**src/rtl/core_seq_ctrl.sv**
```systemverilog
// Multi-cycle FETCH/DECODE/MEM/WB sequencer for the RV64I core with run/step control.
// Define CORE_SEQ_CTRL_WATCHDOG_EN to build the memory-wait watchdog (error codes 3/4).
module core_seq_ctrl #(
  parameter int unsigned WD_LIMIT = 16,
  parameter int unsigned CNT_W    = 32
) (
  input  logic             clk_i,
  input  logic             rst_i,
  input  logic             run_i,
  input  logic             step_i,
  output logic             ifetch_req_o,
  input  logic             ifetch_ack_i,
  input  logic             ifetch_err_i,
  output logic             inst_latch_o,
  input  logic             decode_err_i,
  input  logic             ecall_i,
  input  logic             ebreak_i,
  input  logic             need_mem_i,
  output logic             dmem_req_o,
  input  logic             dmem_ack_i,
  input  logic             dmem_err_i,
  output logic             pc_we_o,
  output logic             rf_we_o,
  output logic [2:0]       state_o,
  output logic [2:0]       err_code_o,
  output logic             halted_o,
  output logic [CNT_W-1:0] retired_o
);

  typedef enum logic [2:0] {
    IDLE   = 3'd0,
    FETCH  = 3'd1,
    DECODE = 3'd2,
    MEM    = 3'd3,
    WB     = 3'd4,
    HALT   = 3'd5,
    ERROR  = 3'd6
  } state_e;

  localparam logic [2:0] ErrFetch   = 3'd0;
  localparam logic [2:0] ErrDecode  = 3'd1;
  localparam logic [2:0] ErrMem     = 3'd2;
  localparam logic [2:0] ErrIllegal = 3'd7;

  if (WD_LIMIT < 2 || WD_LIMIT > 255) begin : g_wdLimitCheck
    $error("core_seq_ctrl: WD_LIMIT must be within 2..255");
  end

  state_e           state_q, state_d;
  logic [2:0]       errCode_q, errCode_d;
  logic [CNT_W-1:0] retired_q, retired_d;

`ifdef CORE_SEQ_CTRL_WATCHDOG_EN
  localparam logic [7:0] ErrFetchWd = 8'd3;
  localparam logic [7:0] ErrMemWd   = 8'd4;
  localparam logic [7:0] WdLast     = 8'(WD_LIMIT - 1);

  logic [7:0] waitCnt_q, waitCnt_d;
  logic       wdExpired;

  assign wdExpired = (waitCnt_q == WdLast);

  // Counter restarts whenever the state changes, so each request starts from zero.
  always_comb begin
    waitCnt_d = waitCnt_q;
    if (state_d != state_q) begin
      waitCnt_d = '0;
    end else if (state_q == FETCH || state_q == MEM) begin
      waitCnt_d = waitCnt_q + 8'd1;
    end
  end

  always_ff @(posedge clk_i) begin
    if (rst_i) begin
      waitCnt_q <= '0;
    end else begin
      waitCnt_q <= waitCnt_d;
    end
  end
`endif

  always_comb begin
    state_d      = state_q;
    errCode_d    = errCode_q;
    retired_d    = retired_q;
    ifetch_req_o = 1'b0;
    inst_latch_o = 1'b0;
    dmem_req_o   = 1'b0;
    pc_we_o      = 1'b0;
    rf_we_o      = 1'b0;

    case (state_q)
      IDLE: begin
        if (run_i || step_i) begin
          state_d = FETCH;
        end
      end

      FETCH: begin
        ifetch_req_o = 1'b1;
        if (ifetch_ack_i) begin
          if (ifetch_err_i) begin
            state_d   = ERROR;
            errCode_d = ErrFetch;
          end else begin
            inst_latch_o = 1'b1;
            state_d      = DECODE;
          end
`ifdef CORE_SEQ_CTRL_WATCHDOG_EN
        end else if (wdExpired) begin
          state_d   = ERROR;
          errCode_d = ErrFetchWd[2:0];
`endif
        end
      end

      // Illegal instruction outranks ECALL/EBREAK, which outrank memory access.
      DECODE: begin
        if (decode_err_i) begin
          state_d   = ERROR;
          errCode_d = ErrDecode;
        end else if (ebreak_i || ecall_i) begin
          state_d = HALT;
        end else if (need_mem_i) begin
          state_d = MEM;
        end else begin
          state_d = WB;
        end
      end

      MEM: begin
        dmem_req_o = 1'b1;
        if (dmem_ack_i) begin
          if (dmem_err_i) begin
            state_d   = ERROR;
            errCode_d = ErrMem;
          end else begin
            state_d = WB;
          end
`ifdef CORE_SEQ_CTRL_WATCHDOG_EN
        end else if (wdExpired) begin
          state_d   = ERROR;
          errCode_d = ErrMemWd[2:0];
`endif
        end
      end

      WB: begin
        pc_we_o   = 1'b1;
        rf_we_o   = 1'b1;
        retired_d = retired_q + CNT_W'(1);
        state_d   = run_i ? FETCH : IDLE;
      end

      HALT: begin
        state_d = HALT;
      end

      ERROR: begin
        state_d = ERROR;
      end

      default: begin
        state_d   = ERROR;
        errCode_d = ErrIllegal;
      end
    endcase
  end

  always_ff @(posedge clk_i) begin
    if (rst_i) begin
      state_q   <= IDLE;
      errCode_q <= '0;
      retired_q <= '0;
    end else begin
      state_q   <= state_d;
      errCode_q <= errCode_d;
      retired_q <= retired_d;
    end
  end

  assign state_o    = state_q;
  assign err_code_o = (state_q == ERROR) ? errCode_q : 3'd0;
  assign halted_o   = (state_q == HALT) || (state_q == ERROR);
  assign retired_o  = retired_q;

endmodule

```
**config.mk**
```make
export PLATFORM = sky130hd
export DESIGN_NAME = core_seq_ctrl
export DESIGN_NICKNAME = d
export VERILOG_FILES = /design/src/rtl/core_seq_ctrl.sv
export SDC_FILE = /design/constraint.sdc
export NUM_CORES = 1
export LEC_CHECK = 0
export ABC_AREA = 1
export ABC_CLOCK_PERIOD_IN_PS = 2680
export CORE_ASPECT_RATIO = 0.6
export CORE_MARGIN = 8
export CORE_UTILIZATION = 40
export DETAILED_ROUTE_END_ITERATION = 12
export GPL_ROUTABILITY_DRIVEN = 0
export HOLD_SLACK_MARGIN = 0.03
export PLACE_DENSITY = 0.67
export SYNTH_ARGS = -nofsm -noshare
export SYNTH_HDL_FRONTEND = slang
export SYNTH_SLANG_ARGS = --single-unit
```
**constraint.sdc**
```tcl
create_clock -name clk_i -period 2.68 [get_ports clk_i]
set_input_delay 0.67 -clock clk_i [delete_from_list [all_inputs] [get_ports clk_i]]
set_output_delay 0.67 -clock clk_i [all_outputs]
set_load 0.01 [all_outputs]
```
Word level (Yosys, flattened, before mapping). Index checks and enable logic that the tools add are counted.

Register bits: 38. Input port bits: 12. Output and inout bits: 44. Logic and storage cells: 47.

Add/subtract/negate cells: 1. Equality and inequality tests: 12. Mux-type cells: 23. Bitwise operators: 1. Reductions and logical operators: 7.

Operators by type and width (number): 3-bit two-way mux (13); 32-bit by 1-bit adder with 32-bit output, second input constant (1); 3-bit one-hot mux with 6 select lines (1); 2-bit inequality test, second input constant (6); 3-bit one-hot mux with 4 select lines (1); 3-bit == test, second input constant (3); 1-bit two-way mux (7); 3-bit by 2-bit == test with 1-bit output, second input constant (2); 6-bit AND reduction (1); 4-bit OR reduction (1); 3-bit by 1-bit == test with 1-bit output, second input constant (1); 3-bit zero test (1); 1-bit logical OR (3); 3-bit AND reduction (1); 2-bit two-way mux (1); 1-bit inverter (1).

Longest topological paths before layout.
Word-level depth: 4. Depth in mapped cells: 11. Gate-level depth less buffers: 10.

Least setup slack after synthesis. Ideal clock, no wire load.

Path kind: input -> output. From: input ifetch_err_i. To: output inst_latch_o. Data arrival time: 1046 ps. Slack: 964 ps. Stages: 3. Path buffers: 0. Path through: nor2_1 > nand3_1 > nor2_1.

Cells in the longest elaborated chain, start to end: 3.

Ends and longest elaborated chain: start: declaration (RTL line 13) `input logic ifetch_err_i,`; 1-bit two-way mux (RTL line 102) `if (ifetch_err_i) begin`; 1-bit two-way mux (RTL line 101) `if (ifetch_ack_i) begin`; 1-bit two-way mux (RTL line 92) `case (state_q)`; end: declaration (RTL line 14) `output logic inst_latch_o,`.

No other way between the ends.

Worst setup path in the final report.
From: register state_q[2], in the netlist state_o[2]. To: output err_code_o[1].

Cells in the longest elaborated chain, start to end: 2.

Ends and longest elaborated chain: start: declaration (RTL line 49) `state_e state_q, state_d;`; start signal: assignment (RTL line 176) `state_q <= state_d;`; 3-bit == test (RTL line 183) `assign err_code_o = (state_q == ERROR) ? errCode_q : 3'd0;`; 3-bit two-way mux (RTL line 183); end: declaration (RTL line 25) `output logic [2:0] err_code_o,`.

No other way between the ends.

==> flow_summary_export.csv <==
group,metric,value,unit
layout,nNetsFinal,411,
synth,synth_area,0.002187,sq mm
critical_path,cp.arrival,1850,ps
layout,area_delta_synth_final,32.21,%
synth,ys_seq_area_share,34.78,%
critical_path,crit_path_start_kind,"flop",
die,initial_core_util,42.43,%
cts,cts_sinks,38,
die,num_rows,20,
job,drv_cap,0,
sta,finalClockSkew,5.078,ps
sta,max_freq,396.9,MHz
global_routing,grt_max_degree,24,
detailed_routing,vias,2253,
cts,clk_path_buf_depth,2,
global_routing,antenna_found_initial,0,
sta,fin_crit_sh,94.02,%
cts,cts_setup_buffers,0,
cts,root_buffer,"clkbuf_8",
synth,ys_seq_elements,38,
detailed_routing,drcViolationCount,0,
power,powerDensity,551.5,mW/mm^2
power,power_leakage,1.162,nW
min_path,hold_class,"reg -> reg",
die,die_h,73.28,microns
sta,relSlewSlack,52.86,%
critical_path,path_class,"reg -> out",
cts,clk_pin_slew_worst_paths,70,ps
place,hpwlAfterDp,4974,microns
sta,slew_violations,0,
sta,setup_viol,0,
critical_path,cp_max_fo,9,
synth,synth_cells,341,
sta,timing.setup.tns,0,ps
cts,htree_levels,2,
sta,period_needed,2520,ps
outcome,status,"finished clean",
global_routing,track_usage,15.58,%
global_routing,grt_pass1_vias,2112,
cts,cts_buffers,5,
die,num_io_pins,56,
power,vdd_drop_max,274.9,uV
synth,yosys_warnings,0,
cts,ctsResizeCount,0,
detailed_routing,dr.pass1.iters,4,
cts,holdBufCountCts,0,
die,core_area,0.005155,sq mm
die,die_width,111.5,microns
layout,drive_gt1_share,6.767,%
sta,hold_violations,0,
sta,rsz0062_at_grt,"false",
detailed_routing,viasPerCell,4.845,
synth,yosysUniqueCellTypes,28,
layout,final_area,0.002892,sq mm
synth,syn_nets,354,
place,numPortBuffers,55,
detailed_routing,drtIter0Drc,145,
synth,avgSynthCellArea,6.414,sq um
detailed_routing,wl,6227,microns
detailed_routing,ant_nets,0,
die,die-area,0.008167,sq mm
critical_path,reg2reg_slack,960,ps
sta,fin_ws,160.2,ps
detailed_routing,wire_per_inst,13.39,microns
global_routing,grt_pass1_wl,10330,microns
critical_path,cp.required,2010,ps
place,pre_cts_slack,68.84,ps
critical_path,end_kind,"output port",
sta,fin_hold_ws,461.9,ps
cts,clkLatencyLatePin,290,ps
global_routing,grt-ovfl-total,0,
place,placed_area,0.002798,sq mm
layout,num_antenna_cells,0,
cts,cts_tree,"yes",
sta,worst_slew_pin_slew,706.4,ps
critical path, stage by stage (launching register included):
cell and delay, ps:
dfxtp_1 560, nand2_1 90, inv_1 90, nand2_1 150, nor2_1 130, clkdlybuf4s50_1 550
per-stage QoR:
stage	cells	util, %	power [W]
after floorplan	341	-	0.001011
after global placement	457	54.27	0.001195
after detailed placement	457	54.27	0.001199
after CTS	465	56.04	0.001603
after global routing	465	56.09	0.001696
final	465	56.09	0.001595
area by class of cell:
type | count | area [sq um]
timing repair buffer | 56 | 560.5
inverter | 51 | 191.4
tap | 66 | 82.58
clock buffer | 7 | 86.33
fill | 523 | 2263
multi-input combinational | 246 | 1205
sequential | 38 | 760.7
clock inverter | 1 | 5.005
flip-flops by register name, summed over array words and instances (netlist names):
register and cells:
retired_o 32, state_o 3, errCode_q 3
power breakdown:
group	switching [W]	internal (W)	total, W
Combinational	0.000291	0.000219	0.000510
Clock	0.000200	0.000208	0.000408
Sequential	0.0000670	0.000610	0.000677
Total	0.000558	0.00104	0.00159
Yosys cell counts (all sizes together):
cell | n | area [sq um]
nand2 | 78 | 310.3
nor2 | 72 | 329.1
inv | 51 | 191.4
dfxtp | 38 | 760.7
nand3 | 26 | 142.6
a21oi | 20 | 103.9
o21ai | 16 | 80.08
nor3 | 12 | 75.07
nand4 | 10 | 62.56
buf | 3 | 18.76
clkbuf | 3 | 11.26
xor2 | 3 | 26.28
nor3b | 2 | 15.01
o21a | 2 | 15.01
xnor2 | 2 | 17.52
and2 | 1 | 6.260
ha | 1 | 12.51
o221ai | 1 | 8.760
placed cells by master (no fill, tap or decap), drive strengths merged:
cell	count
a21oi	20
o21ai	16
nor2	72
nand2	78
nor3b	2
xor2	3
xnor2	2
clkbuf	7
ha	1
dfxtp	38
dlymetal6s2s	1
o221ai	1
o21a	2
buf	1
inv	51
and2	1
nand4	10
nand3	26
nor3	12
clkdlybuf4s50	54
clkinv	1
metal layers:
metal  track usage, %  part of all wire [%]
met4            3.524                  0.35
met3            5.122                   9.0
met5                0                     0
met2            21.52                    37
met1            22.40                    54
cell families (layout without fill, tap and decap cells):
group           count (synthesis)  after routing  share of synthesized area (%)
compound gates                 39             39                          9.497
xor+xnor                        5              5                          2.003
fa+ha+maj                       1              1                         0.5720
buf+inv                        57            115                          10.13
flops                          38             38                          34.78
simple gates                  201            201                          43.02
worst paths after layout:
path | cells after the start | to | from
worst max-delay path | 5 | err_code_o[1] | state_o[2]
worst min-delay path | 2 | errCode_q[2] | errCode_q[2]
worst max register to register | 8 | retired_o[31] | state_o[0]
worst min register to register | 2 | errCode_q[2] | errCode_q[2]
(Power assumes the default switching activity.)
